File: config.mk
export PLATFORM = sky130hd
export DESIGN_NAME = multi_dataflow_kernel_tracker_flat
export DESIGN_NICKNAME = d
export VERILOG_FILES = /design/src/rtl/multi_dataflow_kernel_tracker_if.sv /design/src/rtl/multi_dataflow_kernel_tracker.sv /design/src/flat_wrapper.sv
export SDC_FILE = /design/constraint.sdc
export NUM_CORES = 1
export LEC_CHECK = 0
export ABC_AREA = 1
export CORE_ASPECT_RATIO = 2
export CORE_MARGIN = 3
export CORE_UTILIZATION = 49
export CTS_BUF_LIST = sky130_fd_sc_hd__clkbuf_8
export CTS_CLUSTER_SIZE = 40
export DETAILED_ROUTE_END_ITERATION = 6
export GPL_ROUTABILITY_DRIVEN = 0
export HOLD_SLACK_MARGIN = 0.05
export PLACE_DENSITY = 0.79
export SLEW_MARGIN = 10
export SYNTH_ARGS = -nofsm -noshare
export SYNTH_HDL_FRONTEND = slang
export SYNTH_SLANG_ARGS = --single-unit
export TNS_END_PERCENT = 100
File: constraint.sdc
create_clock -name clk_i -period 4.25 [get_ports clk_i]
set_clock_uncertainty 0.1 [all_clocks]
set_input_delay 0.85 -clock clk_i [delete_from_list [all_inputs] [get_ports clk_i]]
set_output_delay 0.85 -clock clk_i [all_outputs]
set_load 0.005 [all_outputs]
File: src/rtl/multi_dataflow_kernel_tracker_if.sv
// rtl/multi_dataflow_kernel_tracker_if.sv - handshake, quota and flag bundle for the kernel tracker
interface multi_dataflow_kernel_tracker_if #(
    parameter int unsigned N_IN  = 3,
    parameter int unsigned N_OUT = 1,
    parameter int unsigned CNT_W = 16
);
    logic                   start_i;
    logic [N_IN-1:0]        in_valid_i;
    logic [N_IN-1:0]        in_ready_i;
    logic [N_OUT-1:0]       out_valid_i;
    logic [N_OUT-1:0]       out_ready_i;
    logic [N_IN*CNT_W-1:0]  in_quota_i;
    logic [N_OUT*CNT_W-1:0] out_quota_i;
    logic                   ready_o;
    logic                   done_o;
    logic                   idle_o;
    logic                   overrun_o;
    logic [N_IN*CNT_W-1:0]  in_cnt_o;
    logic [N_OUT*CNT_W-1:0] out_cnt_o;

    modport master (
        output start_i, in_valid_i, in_ready_i, out_valid_i, out_ready_i,
               in_quota_i, out_quota_i,
        input  ready_o, done_o, idle_o, overrun_o, in_cnt_o, out_cnt_o
    );

    modport slave (
        input  start_i, in_valid_i, in_ready_i, out_valid_i, out_ready_i,
               in_quota_i, out_quota_i,
        output ready_o, done_o, idle_o, overrun_o, in_cnt_o, out_cnt_o
    );
endinterface

File: src/rtl/multi_dataflow_kernel_tracker.sv
// rtl/multi_dataflow_kernel_tracker.sv - per-stream quota tracker producing engine ready/done/idle flags
module multi_dataflow_kernel_tracker #(
    parameter int unsigned N_IN  = 3,
    parameter int unsigned N_OUT = 1,
    parameter int unsigned CNT_W = 16
) (
    input  logic clk_i,
    input  logic rst_i,
    multi_dataflow_kernel_tracker_if.slave bus
);
    typedef enum logic [1:0] {IDLE, RUN, DONE} state_e;

    state_e                 state_q, state_d;
    logic [N_IN*CNT_W-1:0]  in_quota_q, in_cnt_q;
    logic [N_OUT*CNT_W-1:0] out_quota_q, out_cnt_q;
    logic                   overrun_q;
    logic [N_IN-1:0]        in_xfer, in_full;
    logic [N_OUT-1:0]       out_xfer, out_full;
    logic                   over_hit;

    // Handshake detection and per-stream "quota reached" from registered counters
    always_comb begin
        in_xfer  = bus.in_valid_i & bus.in_ready_i;
        out_xfer = bus.out_valid_i & bus.out_ready_i;
        in_full  = '0;
        out_full = '0;
        for (int k = 0; k < N_IN; k++)
            in_full[k] = (in_cnt_q[k*CNT_W +: CNT_W] == in_quota_q[k*CNT_W +: CNT_W]);
        for (int k = 0; k < N_OUT; k++)
            out_full[k] = (out_cnt_q[k*CNT_W +: CNT_W] == out_quota_q[k*CNT_W +: CNT_W]);
        over_hit = (state_q == RUN) && ((|(in_xfer & in_full)) || (|(out_xfer & out_full)));
    end

    // State register
    always_ff @(posedge clk_i or posedge rst_i) begin
        if (rst_i) state_q <= IDLE;
        else       state_q <= state_d;
    end

    // Next state: start always (re)enters RUN; RUN ends once every output stream is complete
    always_comb begin
        state_d = state_q;
        if (bus.start_i) begin
            state_d = RUN;
        end else begin
            case (state_q)
                IDLE:    state_d = IDLE;
                RUN:     state_d = (&out_full) ? DONE : RUN;
                DONE:    state_d = IDLE;
                default: state_d = IDLE;
            endcase
        end
    end

    // Flag decode from registered state and counters
    always_comb begin
        bus.ready_o = (state_q == RUN) && (&in_full);
        bus.done_o  = (state_q == DONE);
        bus.idle_o  = (state_q == IDLE);
    end

    // Quota latch, saturating-at-quota counters and sticky overrun; start beats a coincident transfer
    always_ff @(posedge clk_i or posedge rst_i) begin
        if (rst_i) begin
            in_quota_q  <= '0;
            out_quota_q <= '0;
            in_cnt_q    <= '0;
            out_cnt_q   <= '0;
            overrun_q   <= 1'b0;
        end else if (bus.start_i) begin
            in_quota_q  <= bus.in_quota_i;
            out_quota_q <= bus.out_quota_i;
            in_cnt_q    <= '0;
            out_cnt_q   <= '0;
            overrun_q   <= 1'b0;
        end else if (state_q == RUN) begin
            for (int k = 0; k < N_IN; k++)
                if (in_xfer[k] && !in_full[k])
                    in_cnt_q[k*CNT_W +: CNT_W] <= in_cnt_q[k*CNT_W +: CNT_W] + CNT_W'(1);
            for (int k = 0; k < N_OUT; k++)
                if (out_xfer[k] && !out_full[k])
                    out_cnt_q[k*CNT_W +: CNT_W] <= out_cnt_q[k*CNT_W +: CNT_W] + CNT_W'(1);
            if (over_hit) overrun_q <= 1'b1;
        end
    end

    assign bus.overrun_o = overrun_q;
    assign bus.in_cnt_o  = in_cnt_q;
    assign bus.out_cnt_o = out_cnt_q;
endmodule

File: src/flat_wrapper.sv
// flat-port wrapper written by rule: the top's interface ports become plain ports
module multi_dataflow_kernel_tracker_flat 
#(
    parameter int unsigned N_IN  = 3,
    parameter int unsigned N_OUT = 1,
    parameter int unsigned CNT_W = 16
)
  (clk_i, rst_i, bus_start_i, bus_in_valid_i, bus_in_ready_i, bus_out_valid_i, bus_out_ready_i, bus_in_quota_i, bus_out_quota_i, bus_ready_o, bus_done_o, bus_idle_o, bus_overrun_o, bus_in_cnt_o, bus_out_cnt_o);
  multi_dataflow_kernel_tracker_if #(.N_IN(N_IN), .N_OUT(N_OUT), .CNT_W(CNT_W)) bus_i ();
  input  logic clk_i;
  input  logic rst_i;
  input wire logic [$bits(bus_i.start_i)-1:0] bus_start_i;
  input wire logic [$bits(bus_i.in_valid_i)-1:0] bus_in_valid_i;
  input wire logic [$bits(bus_i.in_ready_i)-1:0] bus_in_ready_i;
  input wire logic [$bits(bus_i.out_valid_i)-1:0] bus_out_valid_i;
  input wire logic [$bits(bus_i.out_ready_i)-1:0] bus_out_ready_i;
  input wire logic [$bits(bus_i.in_quota_i)-1:0] bus_in_quota_i;
  input wire logic [$bits(bus_i.out_quota_i)-1:0] bus_out_quota_i;
  output wire logic [$bits(bus_i.ready_o)-1:0] bus_ready_o;
  output wire logic [$bits(bus_i.done_o)-1:0] bus_done_o;
  output wire logic [$bits(bus_i.idle_o)-1:0] bus_idle_o;
  output wire logic [$bits(bus_i.overrun_o)-1:0] bus_overrun_o;
  output wire logic [$bits(bus_i.in_cnt_o)-1:0] bus_in_cnt_o;
  output wire logic [$bits(bus_i.out_cnt_o)-1:0] bus_out_cnt_o;
  assign bus_i.start_i = bus_start_i;
  assign bus_i.in_valid_i = bus_in_valid_i;
  assign bus_i.in_ready_i = bus_in_ready_i;
  assign bus_i.out_valid_i = bus_out_valid_i;
  assign bus_i.out_ready_i = bus_out_ready_i;
  assign bus_i.in_quota_i = bus_in_quota_i;
  assign bus_i.out_quota_i = bus_out_quota_i;
  assign bus_ready_o = bus_i.ready_o;
  assign bus_done_o = bus_i.done_o;
  assign bus_idle_o = bus_i.idle_o;
  assign bus_overrun_o = bus_i.overrun_o;
  assign bus_in_cnt_o = bus_i.in_cnt_o;
  assign bus_out_cnt_o = bus_i.out_cnt_o;
  multi_dataflow_kernel_tracker #(.N_IN(N_IN), .N_OUT(N_OUT), .CNT_W(CNT_W)) u_core (.clk_i(clk_i), .rst_i(rst_i), .bus(bus_i));
endmodule
# == Word level (Yosys, flattened, before mapping) ==
# Index checks and enable logic that the tools add are counted.
# op_classes
n_addsub,4
n_eq_ne,6
n_mux,14
bitwise_logic,4
reduce_logical,25
# op_table
cell,count
16-bit 2-to-1 mux,6
48-bit 2-to-1 mux,2
"16-bit by 1-bit adder with 16-bit output, second input constant",4
16-bit == test,4
2-bit nonzero test,6
2-bit AND reduction,5
3-bit AND,2
1-bit logical AND,6
2-bit 2-to-1 mux,3
1-bit zero test,4
1-bit 2-to-1 mux,3
3-bit AND reduction,1
3-bit OR reduction,1
1-bit AND,2
"2-bit by 1-bit == test with 1-bit output, second input constant",1
"2-bit == test, second input constant",1
2-bit zero test,1
1-bit logical OR,1
# totals
reg_bits,131
inputBits,75
output_inout_bits,68
word_cells,61

# == Depth between registers and ports, before layout ==
# Gate-level depths: netlist of the first run.
# depth
depth_word,8
mapped_depth,13

# == Least setup slack after synthesis of the first run ==
# No wires, ideal clock.
# synth_path
kind,flip-flop to output port
startpoint,register u_core.in_cnt_q[37] (netlist: u_core.bus.in_cnt_o[37])
endpoint,output port bus_ready_o
t_arrival_ps,1440
path_slack_ps,1860
stages_incl_launch_ff,9
path_buffers,2
cell_sequence,dfrtp_1 -> buf_2 -> xor2_1 -> nor2_1 -> nand2_1 -> nor2_1 -> nand2_2 -> buf_2 -> nor4_1
# synth_between
elab_chain_len,3
# synth_rtl
item,line_no,rtl
start: declaration,multi_dataflow_kernel_tracker.sv:14,"logic [N_IN*CNT_W-1:0] in_quota_q, in_cnt_q;"
start signal: indexed assignment,multi_dataflow_kernel_tracker.sv:79,in_cnt_q[k*CNT_W +: CNT_W] <= in_cnt_q[k*CNT_W +: CNT_W] + CNT_W'(1);
16-bit == test,multi_dataflow_kernel_tracker.sv:28,in_full[k] = (in_cnt_q[k*CNT_W +: CNT_W] == in_quota_q[k*CNT_W +: CNT_W]);
3-bit AND reduction,multi_dataflow_kernel_tracker.sv:57,bus.ready_o = (state_q == RUN) && (&in_full);
1-bit logical AND,multi_dataflow_kernel_tracker.sv:57,
end: declaration,flat_wrapper.sv:19,output wire logic [$bits(bus_i.ready_o)-1:0] bus_ready_o;
# No other way between the ends.

# == Worst setup path after layout of the first run ==
# layout_path
startpoint,register u_core.in_cnt_q[39] (netlist: u_core.bus.in_cnt_o[39])
endpoint,output port bus_ready_o
# Same word-level chain as after synthesis.

==> results of run 1 <==
critical path, delay by kind of cell, from the launching register on:
family	cells	cell delay (ps)
xor+xnor	1	170
flops	1	460
buf+inv	1	580
simple gates	5	970
power by group:
group | internal, mW | switching (mW) | total, mW
Combinational | 0.150 | 0.188 | 0.338
Clock | 0.712 | 0.514 | 1.23
Sequential | 1.31 | 0.0485 | 1.36
Total | 2.17 | 0.750 | 2.92
state kept, by name, summed over array words and instances, names as in the netlist:
| register | cells |
|---|---|
| u_core.bus.out_cnt_o | 16 |
| u_core.bus.in_cnt_o | 48 |
| u_core.in_quota_q | 48 |
| u_core.out_quota_q | 16 |
| u_core.bus.overrun_o | 1 |
| u_core.state_q | 2 |
layout by cell type, fill, tap and decap left out, drive strengths merged:
master and instances:
buf 6, a31oi 1, a21oi 10, o21ai 76
dfrtp 131, nand4 36, xor2 48, clkinv 5
o31ai 6, nor2 94, clkbuf 18, ha 4
nor3 20, or2 3, inv 124, xnor2 9
a211oi 1, nor4 2, bufinv 5, clkdlybuf4s50 141
nand3 66, clkinvlp 3, nand2 371
per-stage QoR:
stage / worst slack (ps) / hold WS (ps) / utilization [%] / total power, mW
after floorplan: 1680 / 361 / - / 1.58
after global placement: 1210 / 373 / 60.9 / 1.71
after detailed placement: 1130 / 378 / 60.9 / 1.72
after CTS: 635 / 396 / 63.9 / 2.95
after global routing: 436 / 415 / 63.9 / 3.06
final: 680 / 395 / 63.9 / 2.92
path summary, 6_finish.rpt:
path	end	depth (start not counted)	slack, ps
worst max-delay path	bus_ready_o	7	680
worst min-delay path	u_core.out_quota_q[11]	2	390
worst max register to register	u_core.bus.in_cnt_o[40]	9	1980
worst min register to register	u_core.out_quota_q[11]	2	390
max in group asynchronous	u_core.bus.in_cnt_o[45]	3	2510
min in group asynchronous	u_core.in_quota_q[25]	2	670
final cells by class:
| type | instances | share of cell area, % |
|---|---|---|
| flip-flops and latches | 131 | 34.4 |
| inverters | 123 | 4.89 |
| clock inverters | 14 | 2.23 |
| multi-input cells | 747 | 37.9 |
| repair buffers | 147 | 15.4 |
| well taps | 195 | 2.56 |
| clock buffers | 18 | 2.60 |
cells by family (layout without fill, tap and decap cells):
logic type / after synthesis / in the layout / synth area share (%)
xor gates and xnor gates: 57 / 57 / 6.64
buffers and inverters: 154 / 302 / 8.33
DFF: 131 / 131 / 43.6
adders and majority gates: 4 / 4 / 0.666
AOI/OAI and AO/OA: 94 / 94 / 7.18
and+or+nand+nor: 592 / 592 / 33.6
metal layers:
metal	GRT usage [%]	vias up
met4	11.9	0
met3	4.21	56
met2	43.8	197
li1	-	3515
met5	0	-
met1	27.1	3202
==> impl_metrics.yaml, run 1 <==
placement:
  dp.cells: 1343
  place_hpwl_um: 14400
  dpl-instance-area_um2: 9070
  numPortBuffers: 142
worst_setup_path:
  max_stage_delay_ps: 580
  crit_chain: "xor2_1, nor2_1, nand2_1, nor2_1, nand2_2, nor4_1, clkdlybuf4s50_1"
  worst_ep_arrival_time_ps: 2620
  critPathLaunch: "u_core.bus.in_cnt_o[39]"
  critPathSlowestCell: "clkdlybuf4s50_1"
  crit_top_cell: "nor2_1"
  r2r-start: "u_core.state_q[1]"
  cp_max_fo: 16
  end_kind: "output port"
  critPathLaunchType: "flip-flop"
  required_ps: 3300
  crit_type: "flip-flop to output port"
drt:
  met3_length_um: 797
  met2_length_um: 10800
  via_count: 6970
  ant_nets: 0
  wl_um: 19700
  wl_per_cell_um: 14.3
  top_layer: "met4"
  dr.pass1.iters: 6
  viasPerCell: 5.07
  drt_iter0_markers: 370
  route.detailed.drc: 0
  wl_met1_um: 7490
finish:
  multiInputGateArea_um2: 3610
  syn2layout_area_growth_pct: 26.8
  final_cell_area_um2: 9530
  n_antenna_cell: 0
  regArea_um2: 3280
  drive_above_1_share_pct: 7.12
  layout.nets: 1246
  n_fill_cell: 1318
  stdcell_count: 1375
run_status:
  status: "finished clean"
clocking:
  cts_made_buffers: 17
  clock_latency_ps: 450
  ctsHoldBuffers: 0
  cts_setup_buffers: 0
  cts_tree: "built"
  clock_path_buffers: 2
  clock-root-buffer: "clkbuf_8"
  numClockSinks: 131
  clk_pin_slew_ps: 80
  cts.repair.resized: 0
  h-tree-depth: 4
grt:
  grt_pass1_wl_um: 33100
  track_usage_pct: 24.4
  grt_max_degree: 75
  gr-total-overflow: 0
  antenna_found_initial: 0
  grt_pass1_vias: 7010
synth:
  synth_flop_cell: "dfrtp_1"
  synthTopCellsByArea: "dfrtp_1 (44%), nand2_1 (18%), xor2_1 (5.6%)"
  mappedNetlistNets: 1111
  syn_inst: 1032
  synth_top_area_cell: "dfrtp_1"
  syn-cell-area_um2: 7510
  synth_cell_types: 34
  ys.warnings.count: 0
  synth.top_cells.by_count: "nand2_1 (361), dfrtp_1 (131), inv_1 (109), nor2_1 (86), nand3_1 (66)"
  yosysMostFrequentCell: "nand2_1"
  ys_seq_area_share_pct: 43.6
  synth_seq_cells: 131
  synth_top_area_share_pct: 43.6
  synth-async-reset-ratio_pct: 100
  synth_area_per_cell_um2: 7.28
  synth-edff-count: 0
sta:
  fin_tns_setup_ps: 0
  hold_violations: 0
  setup_viol: 0
  max_freq_ghz: 0.280
  fin_crit_ps: 3570
  slew_headroom_pct: 47.6
  fin_crit_sh_pct: 84.0
  worstMarginPinSlew_ps: 784
  rsz0062_at_grt: "false"
  maxSlewViolCount: 0
min_path:
  hold_class: "flip-flop to flip-flop"
  hp-start: "u_core.out_quota_q[11]"
floorplan:
  rows: 63
  ios: 143
  fp.dieW_um: 93.6
  core_area_um2: 14900
  die-area_um2: 16900
  initial_core_util_pct: 50.4
  die_h_um: 181
pwr:
  power.density_nw_per_um2: 306
  p_leak_nw: 4.52
  irDropWorstVdd_mv: 0.169
job:
  cap_violations: 0
Power figures use the tool's default switching activity.
==> run 2: changes to the inputs <==
--- a/config.mk
+++ b/config.mk
@@ -8,13 +8,13 @@
 export ABC_AREA = 1
 export CORE_ASPECT_RATIO = 2
 export CORE_MARGIN = 3
-export CORE_UTILIZATION = 49
+export CORE_UTILIZATION = 50
 export CTS_BUF_LIST = sky130_fd_sc_hd__clkbuf_8
 export CTS_CLUSTER_SIZE = 40
 export DETAILED_ROUTE_END_ITERATION = 6
 export GPL_ROUTABILITY_DRIVEN = 0
 export HOLD_SLACK_MARGIN = 0.05
-export PLACE_DENSITY = 0.79
+export PLACE_DENSITY = 0.77
 export SLEW_MARGIN = 10
 export SYNTH_ARGS = -nofsm -noshare
 export SYNTH_HDL_FRONTEND = slang
==> constraint.sdc (replaced) <==
create_clock -name clk_i -period 3.5 [get_ports clk_i]
set_clock_uncertainty 0.1 [all_clocks]
set_input_delay 0.7 -clock clk_i [delete_from_list [all_inputs] [get_ports clk_i]]
set_output_delay 0.7 -clock clk_i [all_outputs]
set_load 0.005 [all_outputs]
==> run 2 against run 1 <==
Register-to-register slack got worse by 590 ps. Non-clock buffer count up 1. Routed wire length rose by 4.0%. Highest routed layer unchanged. Clock-buffer cell count rose by 2. Critical path type unchanged. Hold slack lost 1.6 ps. Setup slack got worse by 510 ps.
==> impl_metrics.yaml, run 2 (synthesis results as in run 1) <==
drt:
  route.detailed.drc: 0
  wl_per_cell_um: 14.9
  top_layer: "met4"
  viasPerCell: 5.19
  drt_iter0_markers: 454
  met2_length_um: 10900
  dr.pass1.iters: 6
  wl_um: 20500
  via_count: 7122
  wl_met1_um: 7800
  ant_nets: 0
  met3_length_um: 923
finish:
  final_cell_mix: "nand2_1 (361), clkdlybuf4s50_1 (141), dfrtp_1 (131)"
  stdcell_count: 1372
  syn2layout_area_growth_pct: 26.9
  mostFrequentLayoutCell: "nand2_1"
  drive_above_1_share_pct: 7.12
  layout.nets: 1247
sta:
  slew_headroom_pct: 26.9
  max_freq_ghz: 0.300
  fin_tns_setup_ps: 0
  hold_violations: 0
  fin_crit_sh_pct: 95.1
  rsz0062_at_grt: "false"
  worstMarginPinSlew_ps: 1100
  setup_viol: 0
  fin_crit_ps: 3330
  maxSlewViolCount: 0
clocking:
  numClockSinks: 131
  h-tree-depth: 4
  clock_latency_ps: 440
  clock_path_buffers: 2
  clock-root-buffer: "clkbuf_8"
  cts_made_buffers: 17
  clk_pin_slew_ps: 80
  cts_tree: "built"
pwr:
  p_leak_nw: 4.54
  irDropWorstVdd_mv: 0.232
  power.density_nw_per_um2: 365
grt:
  grt_pass1_wl_um: 33900
  grt_max_degree: 118
  gr-total-overflow: 0
  antenna_found_initial: 1
  track_usage_pct: 25.7
  grt_pass1_vias: 7010
worst_setup_path:
  r2r-end: "u_core.bus.in_cnt_o[32]"
  cp_max_fo: 16
  critPathSlowestCell: "clkdlybuf4s50_1"
  crit_type: "flip-flop to output port"
  worst-path-stages: 7
  crit_buf_inv: 1
  required_ps: 2700
  max_stage_delay_ps: 570
  critPathTopFamily: "simple AND/OR/NAND/NOR gates"
  r2r-start: "u_core.bus.in_cnt_o[32]"
  cp-endpoint: "bus_ready_o"
  crit_chain: "or2_0, nand2_1, nand4_1, nor2_1, nand2_4, nor4_1, clkdlybuf4s50_1"
  end_kind: "output port"
  critPathLaunchType: "flip-flop"
  reg2reg_slack_ps: 1390
  worst_ep_arrival_time_ps: 2530
  critPathLaunch: "u_core.bus.in_cnt_o[32]"
  r2r_cells: 8
placement:
  dp.cells: 1341
  numPortBuffers: 142
  place_hpwl_um: 14700
floorplan:
  core_area_um2: 14500
  die-area_um2: 16600
  initial_core_util_pct: 51.8
  rows: 62
  die_h_um: 179
  ios: 143
  fp.dieW_um: 92.7
min_path:
  hold_class: "flip-flop to flip-flop"
job:
  cap_violations: 0
run_status:
  status: "finished clean"
[run 2: report_power, final]
part	total, mW	internal, mW	switching, mW
Combinational	0.422	0.187	0.234
Sequential	1.65	1.59	0.0581
Clock	1.42	0.822	0.594
Total	3.48	2.60	0.886
[run 2: timing repair]
item / CTS / global route
buffers inserted: 0 / 0
hold buffers: 0 / 0
resized for setup: 0 / 1
endpoints found under the setup margin: 0 / 1
[run 2: stage by stage]
stage               power (mW)  hold slack (ps)  cell area (um^2)  utilization, %  setup slack (ps)
floorplan                 1.91              361              7520               -              1080
global placement          2.09              373              9090            62.7               683
detailed placement        2.10              379              9090            62.7               666
CTS                       3.51              396              9530            65.7               143
global route              3.64              419              9540            65.7              31.5
finish                    3.48              393              9540            65.7               171
[run 2: metal layers]
metal / vias up / global-route usage (%)
li1: 3525 / -
met1: 3307 / 29.4
met2: 220 / 46.2
met3: 70 / 4.39
met4: 0 / 11.9
met5: - / 0
[run 2: how the worst min path moves through the flow]
stage,start,end,slack [ps],cells past startpoint
6_report,u_core.in_quota_q[10],u_core.in_quota_q[10],390,2
4_1_cts,u_core.in_quota_q[10],u_core.in_quota_q[10],400,2
3_3_place_gp,u_core.out_quota_q[15],u_core.out_quota_q[15],370,2
2_1_floorplan,u_core.out_quota_q[11],u_core.out_quota_q[11],360,2
5_1_grt,u_core.in_quota_q[36],u_core.in_quota_q[36],420,2
3_5_place_dp,u_core.in_quota_q[10],u_core.in_quota_q[10],380,2
[run 2: cell type report]
| type | instances | area, um^2 |
|---|---|---|
| flip-flops and latches | 131 | 3280 |
| diodes | 1 | 2.50 |
| clock inverters | 10 | 158 |
| inverters | 123 | 465 |
| multi-input cells | 747 | 3610 |
| clock buffers | 20 | 275 |
| repair buffers | 148 | 1500 |
| fillers | 1319 | 4970 |
| well taps | 192 | 240 |
[run 2: worst reg2reg max path: stages (launching register included)]
cell     delay, ps
dfrtp_1        460
or2_0          250
nand2_1         70
nand4_1        110
nor2_1         220
nand2_4        190
nand2_2        330
xor2_1         190
nor2_1          50
